$ cat config.mk
export PLATFORM = sky130hd
export DESIGN_NAME = des_dispatch_ctrl
export DESIGN_NICKNAME = d
export VERILOG_FILES = /design/src/rtl/des_dispatch_ctrl.sv
export SDC_FILE = /design/constraint.sdc
export NUM_CORES = 1
export LEC_CHECK = 0
export ABC_AREA = 1
export BUFFER_PORTS_ARGS = -buffer_cell sky130_fd_sc_hd__buf_2
export CORE_MARGIN = 2
export CORE_UTILIZATION = 50
export DETAILED_ROUTE_END_ITERATION = 8
export PLACE_DENSITY = 0.72
export RECOVER_POWER = 50
export SETUP_SLACK_MARGIN = 0.5
export SLEW_MARGIN = 15
export SYNTH_ARGS = -nofsm -noshare
export SYNTH_HDL_FRONTEND = slang
export SYNTH_SLANG_ARGS = --single-unit
$ cat constraint.sdc
create_clock -name clk -period 7.1 [get_ports clk]
set_clock_uncertainty 0.15 [all_clocks]
set_input_delay 0.71 -clock clk [delete_from_list [all_inputs] [get_ports clk]]
set_output_delay 0.71 -clock clk [all_outputs]
set_load 0.1 [all_outputs]
$ cat src/rtl/des_dispatch_ctrl.sv
// des_dispatch_ctrl: shares NUM_CORES des_block cores across one job stream.
// Issues consecutive seeds to idle cores round-robin and counts completions.
module des_dispatch_ctrl #(
    parameter int unsigned NUM_CORES = 4,
    parameter int unsigned SEED_W    = 64,
    parameter int unsigned CNT_W     = 32
) (
    input  logic                 clk,
    input  logic                 rst,
    input  logic                 job_valid,
    output logic                 job_ready,
    input  logic [SEED_W-1:0]    job_seed,
    input  logic [CNT_W-1:0]     job_count,
    output logic [NUM_CORES-1:0] core_start,
    output logic [SEED_W-1:0]    core_seed,
    input  logic [NUM_CORES-1:0] core_valid,
    output logic                 busy,
    output logic                 done,
    output logic [CNT_W-1:0]     issued_cnt,
    output logic [CNT_W-1:0]     done_cnt
);

    localparam int unsigned PTR_W = $clog2(NUM_CORES);

    localparam logic [1:0] S_IDLE     = 2'd0;
    localparam logic [1:0] S_DISPATCH = 2'd1;
    localparam logic [1:0] S_DRAIN    = 2'd2;
    localparam logic [1:0] S_DONE     = 2'd3;

    logic [1:0]           state, state_d;
    logic [SEED_W-1:0]    seed_q, seed_d;
    logic [CNT_W-1:0]     count_q, count_d;
    logic [NUM_CORES-1:0] mask_q, mask_d;
    logic [PTR_W-1:0]     rr_ptr, rr_d;
    logic [CNT_W-1:0]     issued_d, done_cnt_d;
    logic [NUM_CORES-1:0] core_start_d;
    logic [SEED_W-1:0]    core_seed_d;
    logic                 job_ready_d, busy_d, done_d;

    logic                 found;
    logic [PTR_W-1:0]     grant_idx;
    int unsigned          idx;
    logic [NUM_CORES-1:0] hit;
    logic [CNT_W-1:0]     hit_cnt;
    logic [CNT_W-1:0]     done_sum;

    // State and output registers
    always_ff @(posedge clk) begin
        if (rst) begin
            state      <= S_IDLE;
            seed_q     <= '0;
            count_q    <= '0;
            mask_q     <= '0;
            rr_ptr     <= '0;
            issued_cnt <= '0;
            done_cnt   <= '0;
            core_start <= '0;
            core_seed  <= '0;
            job_ready  <= 1'b1;
            busy       <= 1'b0;
            done       <= 1'b0;
        end else begin
            state      <= state_d;
            seed_q     <= seed_d;
            count_q    <= count_d;
            mask_q     <= mask_d;
            rr_ptr     <= rr_d;
            issued_cnt <= issued_d;
            done_cnt   <= done_cnt_d;
            core_start <= core_start_d;
            core_seed  <= core_seed_d;
            job_ready  <= job_ready_d;
            busy       <= busy_d;
            done       <= done_d;
        end
    end

    // Round-robin search for the first idle core at or after rr_ptr
    always_comb begin
        found     = 1'b0;
        grant_idx = '0;
        idx       = 0;
        for (int unsigned k = 0; k < NUM_CORES; k++) begin
            if (!found) begin
                idx = 32'(rr_ptr) + k;
                if (idx >= NUM_CORES) idx = idx - NUM_CORES;
                if (!mask_q[PTR_W'(idx)]) begin
                    found     = 1'b1;
                    grant_idx = PTR_W'(idx);
                end
            end
        end
    end

    // Completions only count on cores we believe are busy
    always_comb begin
        hit     = core_valid & mask_q;
        hit_cnt = '0;
        for (int unsigned i = 0; i < NUM_CORES; i++) begin
            hit_cnt = hit_cnt + CNT_W'(hit[i]);
        end
        done_sum = done_cnt + hit_cnt;
    end

    // Next-state and next-output logic
    always_comb begin
        state_d      = state;
        seed_d       = seed_q;
        count_d      = count_q;
        mask_d       = mask_q;
        rr_d         = rr_ptr;
        issued_d     = issued_cnt;
        done_cnt_d   = done_cnt;
        core_start_d = '0;
        core_seed_d  = core_seed;

        case (state)
            S_IDLE: begin
                if (job_valid) begin
                    seed_d     = job_seed;
                    count_d    = job_count;
                    issued_d   = '0;
                    done_cnt_d = '0;
                    state_d    = (job_count == '0) ? S_DONE : S_DISPATCH;
                end
            end
            S_DISPATCH: begin
                mask_d     = mask_q & ~hit;
                done_cnt_d = done_sum;
                if ((issued_cnt < count_q) && found) begin
                    core_start_d[grant_idx] = 1'b1;
                    core_seed_d             = seed_q + SEED_W'(issued_cnt);
                    issued_d                = issued_cnt + CNT_W'(1);
                    mask_d[grant_idx]       = 1'b1;
                    if (32'(grant_idx) == NUM_CORES - 1) rr_d = '0;
                    else                                 rr_d = grant_idx + PTR_W'(1);
                end
                if (issued_d == count_q) state_d = S_DRAIN;
            end
            S_DRAIN: begin
                mask_d     = mask_q & ~hit;
                done_cnt_d = done_sum;
                if (done_sum == count_q) state_d = S_DONE;
            end
            default: begin
                state_d = S_IDLE;
            end
        endcase

        job_ready_d = (state_d == S_IDLE);
        busy_d      = (state_d == S_DISPATCH) || (state_d == S_DRAIN);
        done_d      = (state == S_DONE);
    end

endmodule

After elaboration in Yosys (flattened, before gate mapping) --
Cells that the tools add are included. W data, S select, Z words.
Word-level totals: flip-flop bits (word level) 239, output and inout bits 135, input port bits 103, logic and storage cells 111
Cells by class: add/subtract/negate cells 14, equality and inequality tests 9, muxes and demuxes 44, $lt $le $gt $ge 11, reduce and logical (&&, ||, !) cells 15, bitwise operators 6
Operator list (count):
- $pmux W32 S2 | 2
- $mux W32 | 3
- $add A64 B32 Y64 | 1
- $eq A32 B32 Y1 | 2
- $mux W2 | 19
- $add A32 B1 Y32 const B | 1
- $add A32 B4 Y32 | 1
- $logic_not A32 Y1 | 1
- $lt A32 B32 Y1 | 1
- $lt A2 B3 Y1 const B | 5
- $mux W1 | 12
- $ge A3 B3 Y1 const B | 3
- $and A4 B4 Y4 | 2
- $bmux W1 S2 | 4
- $eq A2 B2 Y1 const B | 4
- $pmux W4 S2 | 1
- $reduce_and A2 Y1 | 4
- $sub A2 B1 Y2 const B | 4
- $add A2 B2 Y3 const B | 2
- $pmux W2 S3 | 1
- $reduce_bool A2 Y1 | 3
- $add A3 B1 Y4 | 1
- $eq A2 B1 Y1 const B | 2
- $logic_not A2 Y1 | 2
- 16 further kinds | 18

Depth between registers and ports, before layout --
Gate-level depths: netlist (run 1).
depth after elaboration 27, gate-level depth with buffers 30

Least setup slack after synthesis (run 1) --
No wires, ideal clock.
path type flip-flop to flip-flop, from register done_cnt[0], to register job_ready, setup time 0.123 ns, buffers on the path 0, stages on the path, launching flop included 22, period minus slack after synthesis 4.479 ns, slack 2.621 ns, arrival time 4.205 ns, cells stage by stage dfxtp_1 -> fa_1 -> fa_1 -> fa_1 -> nand3_1 -> nor2_2 -> nand3_2 -> nor2_4 -> nand2_2 -> nor2_2 -> xor2_1 -> xor2_1 -> nor2_1 -> nand2_1 -> nor2_1 -> nand3_1 -> nand2_1 -> a21oi_1 -> nand2_1 -> nand2_1 -> ha_1 -> or2_2
On the way: word-level cells in the longest chain between the ends 5
RTL lines:
- start, declared | RTL line 20 | output logic [CNT_W-1:0] done_cnt
- start signal, assigned | RTL line 69 | done_cnt <= done_cnt_d;
- $add A32 B4 Y32 | RTL line 102 | done_sum = done_cnt + hit_cnt;
- $eq A32 B32 Y1 | RTL line 143 | if (done_sum == count_q) state_d = S_DONE;
- $mux W2 | RTL line 143
- $pmux W2 S3 | RTL line 117 | case (state)
- $logic_not A2 Y1 | RTL line 150 | job_ready_d = (state_d == S_IDLE);
- via job_ready_d | RTL line 38 | logic job_ready_d, busy_d, done_d;
- end signal, assigned | RTL line 72 | job_ready <= job_ready_d;
- end, declared | RTL line 11 | output logic job_ready,
The timed path passes the listed nets, and every way through them passes these cells. A chain may end at the register's enable or synchronous reset.

==> reports/qor.yml, run 1 <==
outcome: "finished with violations"
violations: "capacitance limit, slew limit"
grt_usage: 0.299
dp_slack_ns: 2.33
tns_ns: 0
setup_viol_count_final: 0
synth-async-reset-ratio: 0
regArea_mm2: 0.00478
ys_warn_count: 0
dp_hpwl_um: 36400
die_y_um: 179
drt-met1-wl_um: 21500
cts_tree: "yes"
synth.area.top_cells: "dfxtp_1 (31%), nand2_1 (13%), a21oi_1 (7.9%), ha_1 (6.1%), o21ai_0 (6.1%)"
final_area_mm2: 0.0174
cp_max_fo: 120
drive_above_1_share: 0.0864
syn_avg_cell_area_um2: 6.58
postCtsSetupRepairBufs: 0
crit_required_ns: 7.38
rows: 63
end_kind: "flip-flop"
drc: 0
p_per_area_mw_per_mm2: 222
numCtsBuffers: 27
clk_pin_slew_ns: 0.06
grt_pass1_vias: 14900
synth-seq-cells: 239
grt_start_max_net_pins: 121
synth_largest_area_cell: "dfxtp_1"
top_layer: "met4"
clkSinkCount: 239
hold_buffers: 0
io_buffers: 237
antenna_cells: 0
fin_hold_ws_ns: 0.257
worstMarginPinSlew_ns: 4.01
ys.flop_type: "dfxtp_1"
start_util: 0.511
layout_min_cycle_time_ns: 5.33
gp_congestion: 0.966
hold_viol_final: 0
setup_slack_ns: 1.77
layout_commonest_cell: "nand2_1"
routed-wl-met3_um: 3640
syn_inst: 2313
coreArea_mm2: 0.0298
num_vias: 15900
fmax_mhz: 187
critical_path_class: "input pin to flip-flop"
vdd_drop_max_mv: 0.204
ys_seq_area_frac: 0.314
ant_nets: 0
ios: 238
fill_cells: 2995
synth_edf_count: 0
cts_resized: 0
cp.arrival_ns: 5.62
grt-ovfl-total: 0
dpl_cell_area_mm2: 0.0166
hp-class: "input pin to flip-flop"
wl_um: 48700
drt-initial-drc-count: 1118
vias_per_cell: 5.47
syn_to_final_growth_pct: 14.2
final_cell_mix: "nand2_1 (536), nor2_1 (242), dfxtp_1 (239)"
syn_nets: 2494
wl_per_cell_um: 16.7
clockBufferDepth: 3
die_area_mm2: 0.0319
drt_first_pass_iters: 6
worstSetupStartpointType: "input pin"
period_share: 0.751
htreeDepth: 1
dr_wl_met2_um: 22400
finalMaxSlewViolations: 75
netlist_area_mm2: 0.0152
grt_pass1_wl_um: 76600
rsz0062_at_grt: "false"
fin_nets: 2683
slew_headroom: -1.68
synth_cell_types: 50
leakagePower_uw: 0.00715
multiInputGateArea_mm2: 0.00915
synth_top_cell_area_share: 0.314
insertion_delay_ns: 0.55
antenna_found_initial: 0
die_w_um: 179
cts_root_buf: "clkbuf_16"
drv_cap: 1
[worst max-delay path, stage by stage]
cell	delay, ns
buf_2	0.07
clkbuf_1	2.80
inv_4	0.76
buf_4	0.68
nand2_1	0.33
a2bb2oi_1	0.10
[cell type report]
| cell class | count | share of cell area |
|---|---|---|
| Timing Repair Buffer | 246 | 0.0622 |
| Multi-Input combinational cell | 1738 | 0.526 |
| Tap cell | 390 | 0.0281 |
| Sequential cell | 239 | 0.275 |
| Clock buffer | 36 | 0.0425 |
| Clock inverter | 13 | 0.0118 |
| Inverter | 250 | 0.0543 |
[path summary, 6_finish.rpt]
check	cells past startpoint	slack, ns	startpoint	to
setup / recovery	6	1.77	rst	core_seed[11]
hold / removal	3	0.26	job_seed[31]	seed_q[31]
setup reg to reg	27	2.32	count_q[7]	busy
hold reg to reg	2	0.33	core_seed[11]	core_seed[11]
[synthesized netlist by cell type (all sizes together) (27+ instances only)]
cell type	number
a21oi	242
nand3	134
nor3	52
dfxtp	239
nor2	253
inv	247
nand4	55
ha	74
xor2	82
clkbuf	59
nand2	546
o21ai	191
buf	27
[cell families (layout without fill, tap and decap cells)]
kind of cell / Yosys count / after routing / share of synthesized area
simple gates: 1079 / 1079 / 0.307
fa+ha+maj: 78 / 78 / 0.0661
buf+inv: 336 / 545 / 0.0884
xor+xnor: 104 / 104 / 0.0598
compound gates: 477 / 477 / 0.164
flops: 239 / 239 / 0.314
[power by group]
group | total [µW] | switching [µW] | internal (µW)
Combinational | 837 | 649 | 187
Sequential | 1500 | 68.7 | 1440
Clock | 1510 | 600 | 913
[per-stage QoR]
| step | utilization | cells | power, µW |
|---|---|---|---|
| after global routing | 0.584 | 2912 | 4010 |
| after detailed placement | 0.558 | 2863 | 2370 |
| after global placement | 0.558 | 2863 | 2360 |
| after floorplan | - | 2313 | 2170 |
| final | 0.584 | 2912 | 3850 |
| after CTS | 0.589 | 2912 | 3880 |
[state kept, by name, summed over array words and instances (netlist names)]
name and flops:
job_ready 1, done_cnt 32, seed_q 64, state 2, busy 1, issued_cnt 32, rr_ptr 2, core_start 4
core_seed 64, done 1, mask_q 4, count_q 32
[layer usage]
metal | global-route usage | vias to the layer above
li1 | - | 8018
met1 | 0.398 | 7248
met2 | 0.501 | 562
met3 | 0.0426 | 88
met4 | 0.0894 | 0
met5 | 0 | -
No activity file was read; power rests on OpenSTA's default activity.
==> run 2: changes to the inputs <==
--- a/config.mk
+++ b/config.mk
@@ -5,12 +5,12 @@
 export SDC_FILE = /design/constraint.sdc
 export NUM_CORES = 1
 export LEC_CHECK = 0
-export ABC_AREA = 1
+export ABC_AREA = 0
 export BUFFER_PORTS_ARGS = -buffer_cell sky130_fd_sc_hd__buf_2
 export CORE_MARGIN = 2
 export CORE_UTILIZATION = 50
 export DETAILED_ROUTE_END_ITERATION = 8
-export PLACE_DENSITY = 0.72
+export PLACE_DENSITY = 0.75
 export RECOVER_POWER = 50
 export SETUP_SLACK_MARGIN = 0.5
 export SLEW_MARGIN = 15
==> constraint.sdc (replaced) <==
create_clock -name clk -period 4.35 [get_ports clk]
set_clock_uncertainty 0.15 [all_clocks]
set_input_delay 0.435 -clock clk [delete_from_list [all_inputs] [get_ports clk]]
set_output_delay 0.435 -clock clk [all_outputs]
set_load 0.1 [all_outputs]
==> run 2 against run 1 <==
Critical path depth rose by 9. Global-route usage rose by 3.2 points. First-iteration DRC count rose by 47%. The flow still finishes with violations (capacitance limit, slew limit). Wire length rose by 10%. Sequential power rose by 63%. Die area fell by 1.6%. Flip-flop and latch count did not move. Combinational power rose by 100%. Count of clock-buffer cells in the layout rose by 4. Non-clock buffer count rose by 191. Largest power group is now registers. Largest cell class unchanged. Design area rose by 9.6%. Utilization rose by 6.1 points.
==> reports/qor.yml, run 2 <==
outcome: "finished with violations"
violations: "capacitance limit, slew limit"
cts_root_buf: "clkbuf_16"
final_area_mm2: 0.0191  # +9.6%
synth_top_cell_area_share: 0.320  # +0.00538
synth.area.top_cells: "dfxtp_1 (32%), nand2_1 (9.7%), a21oi_1 (8.0%), ha_1 (6.2%), xnor2_1 (5.5%)"
wl_um: 53600  # +10%
crit_family: "simple AND/OR/NAND/NOR gates"
ys.flop_type: "dfxtp_1"
drt-initial-drc-count: 1647  # +47%
synth-seq-cells: 239  # unchanged
cts_tree: "yes"
rows: 63  # unchanged
end_kind: "flip-flop"
syn_inst: 2015  # -13%
num_vias: 16600  # +4.0%
slew_headroom: -0.331  # +1.34
rsz0062_at_grt: "true"
die_w_um: 177  # -0.83%
io_buffers: 237  # unchanged
dp_hpwl_um: 37300  # +2.6%
ys_warn_count: 0  # unchanged
cp_max_fo: 6  # -95%
final_cell_mix: "nand2_1 (384), a21oi_1 (238), dfxtp_1 (197)"
place_inst: 2619  # -8.5%
ant_nets: 0  # unchanged
layout_commonest_cell: "nand2_1"
synth_edf_count: 0  # unchanged
reg_top3: "core_seed (64), seed_q (64)"
period_share: 0.913
die_y_um: 177  # -0.83%
dpl_cell_area_mm2: 0.0170  # +2.5%
grt_pass1_vias: 15300  # +2.6%
grt_usage: 0.331  # +0.0317
wl_per_cell_um: 19.3  # +16%
cp.arrival_ns: 4.24  # -1.38 ns
yosysMostFrequentCell: "nand2_1"
die_area_mm2: 0.0313  # -1.6%
multiInputGateArea_mm2: 0.00985  # +7.7%
gp_congestion: 1.00  # +3.9%
fin_nets: 2542  # -5.3%
leakagePower_uw: 0.00743  # +3.9%
grt_pass1_wl_um: 82700  # +8.0%
worstSetupStartpointType: "flip-flop"
cp_cell_sequence: "inv_1, ha_1, and4_1, a221oi_2, buf_4, a21oi_4, buf_8, or4_4, a311oi_2, nand4_1, nor3_4, nand3_1, a22oi_2, ha_4, nor2b_4"
netlist_area_mm2: 0.0150  # -1.7%
critical_path_class: "flip-flop to flip-flop"
synth-async-reset-ratio: 0  # unchanged
syn_avg_cell_area_um2: 7.43  # +13%
clkSinkCount: 239  # unchanged
drc: 0  # unchanged
tns_ns: 0  # unchanged
layout_min_cycle_time_ns: 3.97
htreeDepth: 1  # unchanged
crit_required_ns: 4.62  # -2.76 ns
slowest_stage: "or4_4"
antenna_cells: 0  # unchanged
slowest_delay_ns: 0.51  # -2.29 ns
drt_first_pass_iters: 5  # -1
fill_cells: 2605  # -13%
coreArea_mm2: 0.0296  # -0.79%
synth_largest_area_cell: "dfxtp_1"
syn_nets: 2196  # -12%
grt_start_max_net_pins: 111  # -8.3%
setup_viol_count_final: 0  # unchanged
vdd_drop_max_mv: 0.302  # +48%
instances_no_fill: 2769  # -4.9%
syn_to_final_growth_pct: 27.3
worstMarginPinSlew_ns: 2.00  # -2.02 ns
hold_viol_final: 0  # unchanged
ys_seq_area_frac: 0.320  # +0.00538
start_util: 0.506  # -0.00459
clockBufferDepth: 3  # unchanged
synth_commonest_cells: "nand2_1 (386), a21oi_1 (239), dfxtp_1 (239)"
ios: 238  # unchanged
regArea_mm2: 0.00486  # +1.6%
grt-ovfl-total: 0  # unchanged
p_per_area_mw_per_mm2: 335  # +51%
synth_cell_types: 80  # +60%
drv_cap: 3  # +2
path_buf_inv: 3  # -1
insertion_delay_ns: 0.56  # about the same
drive_above_1_share: 0.165  # +0.0788
clk_pin_slew_ns: 0.06  # about the same
antenna_found_initial: 0  # unchanged
vias_per_cell: 5.98  # +9.4%
hp-class: "input pin to flip-flop"
numCtsBuffers: 27  # unchanged
finalMaxSlewViolations: 181  # +140%
fmax_mhz: 252
## run 2: repair_timing
item | CTS | global route
resized for setup | 61 | 21
pin swaps | 25 | 15
hold buffers | 78 | 0
endpoints found under the setup margin | 5 | 21
setup buffers | 20 | 4
gates cloned | 1 | 0
endpoints found under the hold margin | 78 | 0
## run 2: logic make-up (layout without fill, tap and decap cells)
kind of cell             Yosys count  count (layout)  share of synthesized area
AND/OR/NAND/NOR                  887             887                      0.282
AO/OA/AOI/OAI                    491             491                      0.200
flip-flops                       239             239                      0.320
buffers and inverters            177             541                     0.0471
XOR/XNOR                         138             138                     0.0807
adder cells (fa/ha/maj)           78              78                     0.0672
multiplexers                       5               5                    0.00343
## run 2: area by class of cell
type	count	area share
multi-input combinational	1599	0.517
sequential	239	0.255
timing repair buffer	437	0.147
clock buffer	40	0.0396
tap	390	0.0256
inverter	57	0.0112
clock inverter	7	0.00466
## run 2: tightest hold or removal path: stages
cell     delay (ns)
buf_2          0.10
nand2_1        0.05
a21oi_1        0.07
## run 2: path summary, 6_finish.rpt
path,to,startpoint,cells after the start,slack [ns]
worst min-delay path,seed_q[32],job_seed[32],3,0.02
worst min register to register,core_seed[3],core_seed[3],2,0.30
worst max-delay path,busy,count_q[13],15,0.38
worst max register to register,busy,count_q[13],15,0.38
## run 2: per-layer routing
layer / GRT usage / wire, µm / vias up
met5: 0 / 0 / -
met4: 0.117 / 1970 / 0
met3: 0.0604 / 5450 / 139
met2: 0.515 / 23800 / 901
met1: 0.457 / 22300 / 7731
li1: - / - / 7789
## run 2: power by group
| part | internal, µW | switching (µW) | leakage (µW) |
|---|---|---|---|
| Sequential | 2330 | 110 | 0.00197 |
| Clock | 1310 | 932 | 0.000415 |
| Combinational | 504 | 1210 | 0.00504 |
| Total | 4140 | 2250 | 0.00743 |
## run 2: metrics by stage
stage          worst slack [ns]   util  hold slack (ns)  total power [µW]
2_1_floorplan             0.373      -            0.290              3620
3_3_place_gp             0.0513  0.576            0.284              4030
3_5_place_dp             0.0192  0.576            0.292              4060
4_1_cts                   0.478  0.646          0.00391              6400
5_1_grt                   0.255  0.645           0.0187              6630
6_report                  0.379  0.645           0.0153              6390
==> run 3: changes to the inputs <==
--- a/config.mk
+++ b/config.mk
@@ -8,9 +8,9 @@
 export ABC_AREA = 0
 export BUFFER_PORTS_ARGS = -buffer_cell sky130_fd_sc_hd__buf_2
 export CORE_MARGIN = 2
-export CORE_UTILIZATION = 50
+export CORE_UTILIZATION = 40
 export DETAILED_ROUTE_END_ITERATION = 8
-export PLACE_DENSITY = 0.75
+export PLACE_DENSITY = 0.66
 export RECOVER_POWER = 50
 export SETUP_SLACK_MARGIN = 0.5
 export SLEW_MARGIN = 15
==> constraint.sdc (replaced) <==
create_clock -name clk -period 4.35 [get_ports clk]
set_clock_uncertainty 0.15 [all_clocks]
set_input_delay 0.435 -clock clk [delete_from_list [all_inputs] [get_ports clk]]
set_output_delay 0.435 -clock clk [all_outputs]
set_load 0.005 [all_outputs]
==> run 3 against run 2 <==
The run still ends with capacitance limit, slew limit left. Worst hold slack improved by 0.0031 ns. Combinational power fell by 25%. Count of clock-buffer cells in the layout down 3. Non-clock buffer count increased by 30. Critical path depth down 2. Die area up 24%. Register-to-register slack worse by 0.12 ns. Design area grew 2.4%. Critical endpoint unchanged.
==> reports/qor.yml, run 3 (synthesized netlist as in run 2, its figures left out) <==
p_per_area_mw_per_mm2: 320  # -4.7%
worstSetupStartpointType: "flip-flop"
ant_nets: 0  # unchanged
drt-initial-drc-count: 1285  # -22%
numCtsBuffers: 29  # +7.4%
top_layer: "met4"
coreArea_mm2: 0.0367  # +24%
routed-wl-met3_um: 4460  # -18%
finalMaxSlewViolations: 202  # +12%
violations: "capacitance limit, slew limit"
layout_commonest_cell: "nand2_1"
end_kind: "flip-flop"
tns_ns: 0  # unchanged
die_y_um: 197  # +12%
fill_cells: 3464  # +33%
die_w_um: 197  # +12%
reg_top3: "core_seed (64), seed_q (64)"
syn_to_final_growth_pct: 30.3
crit_required_ns: 4.55  # -0.07 ns
antenna_cells: 0  # unchanged
slew_headroom: -0.538  # -0.207
layout_min_cycle_time_ns: 4.09  # +0.119 ns
start_util: 0.408  # -0.0985
insertion_delay_ns: 0.57  # about the same
rows: 70  # +11%
rsz0062_at_grt: "true"
hp-class: "input pin to flip-flop"
antenna_found_initial: 0  # unchanged
cts_tree: "yes"
drive_above_1_share: 0.192  # +0.0269
leakagePower_uw: 0.00786  # +5.8%
grt_usage: 0.275  # -0.0555
clk_pin_slew_ns: 0.07  # about the same
drc: 0  # unchanged
die_area_mm2: 0.0390  # +24%
gp_congestion: 0.957  # -4.6%
cts_root_buf: "clkbuf_16"
wl_um: 55400  # +3.3%
setup_viol_count_final: 0  # unchanged
fin_nets: 2575  # +1.3%
drv_cap: 2  # -1
cp.arrival_ns: 4.29  # +0.05 ns
outcome: "finished with violations"
vias_per_cell: 5.70  # -4.7%
ios: 238  # unchanged
cp_max_fo: 10  # +4
period_share: 0.940  # +0.0274
hold_viol_final: 0  # unchanged
dp_hpwl_um: 39300  # +5.4%
io_buffers: 237  # unchanged
grt_start_max_net_pins: 106  # -4.5%
critical_path_class: "flip-flop to flip-flop"
drt_first_pass_iters: 6  # +1
worstMarginPinSlew_ns: 2.31  # +0.311 ns
htreeDepth: 1  # unchanged
fin_util: 0.532  # -0.113
grt-ovfl-total: 0  # unchanged
wl_per_cell_um: 19.2  # -0.74%
dr_wl_met2_um: 25100  # +5.6%
fmax_mhz: 245  # -2.9%
clockBufferDepth: 3  # unchanged
num_vias: 16400  # -0.74%
drt-met1-wl_um: 24000  # +7.6%
grt_pass1_wl_um: 85400  # +3.3%
vdd_drop_max_mv: 0.273  # -9.8%
grt_pass1_vias: 15400  # +1.2%
clkSinkCount: 239  # unchanged
final_cell_mix: "nand2_1 (382), a21oi_1 (234), dfxtp_1 (222)"
run 3: final timing paths:
path | startpoint | to | slack (ns) | cells after the start
hold / removal | job_count[17] | count_q[17] | 0.02 | 3
setup reg to reg | issued_cnt[2] | busy | 0.26 | 13
setup / recovery | issued_cnt[2] | busy | 0.26 | 13
hold reg to reg | core_seed[2] | core_seed[2] | 0.30 | 2
run 3: power by group:
part	internal, µW	leakage, µW	switching [µW]
combinational	511	0.00541	778
clock	1510	0.000491	999
sequential	2330	0.00196	107
run 3: layout make-up:
cell class                 instances  area (µm²)  area share
clock buffer                      37         826      0.0423
tap                              468         586      0.0300
multi-input combinational       1600        9860       0.505
clock inverter                    15         163     0.00834
sequential                       239        4820       0.247
inverter                          57         214      0.0110
timing repair buffer             467        3040       0.156
run 3: routing by layer:
metal / global-route usage / vias up
met2: 0.448 / 744
met5: 0 / -
met4: 0.0844 / 0
met3: 0.0350 / 110
met1: 0.379 / 7722
li1: - / 7861
run 3: through the flow:
stage	setup slack (ns)	area, µm²	hold WS (ns)	instances	total power (µW)
2_1_floorplan	0.387	15000	0.290	2015	3190
3_3_place_gp	0.0255	17200	0.287	2711	3620
3_5_place_dp	0.00649	17200	0.291	2711	3640
4_1_cts	0.451	19400	0.0000453	2872	6240
5_1_grt	0.119	19500	0.0119	2883	6500
6_report	0.260	19500	0.0184	2883	6240
run 3: what timing repair did:
action / CTS / global route
gates resized for setup: 55 / 38
cloned: 1 / 1
endpoints found under the setup margin: 56 / 55
hold buffers: 86 / 0
hold endpoints to repair: 86 / 0
pin swaps: 32 / 17
buffers inserted: 22 / 10
run 3: worst max-delay path: stages, from the launching register on:
cell and delay, ns:
dfxtp_1 0.34, clkbuf_1 0.42, and4_1 0.42, nand4_1 0.20
nor2_1 0.42, nand3_1 0.19, o31a_1 0.29, a311oi_2 0.24
nand4_1 0.20, nor3_4 0.29, nand3_1 0.16, a22oi_2 0.20
ha_4 0.23, nor2b_1 0.12
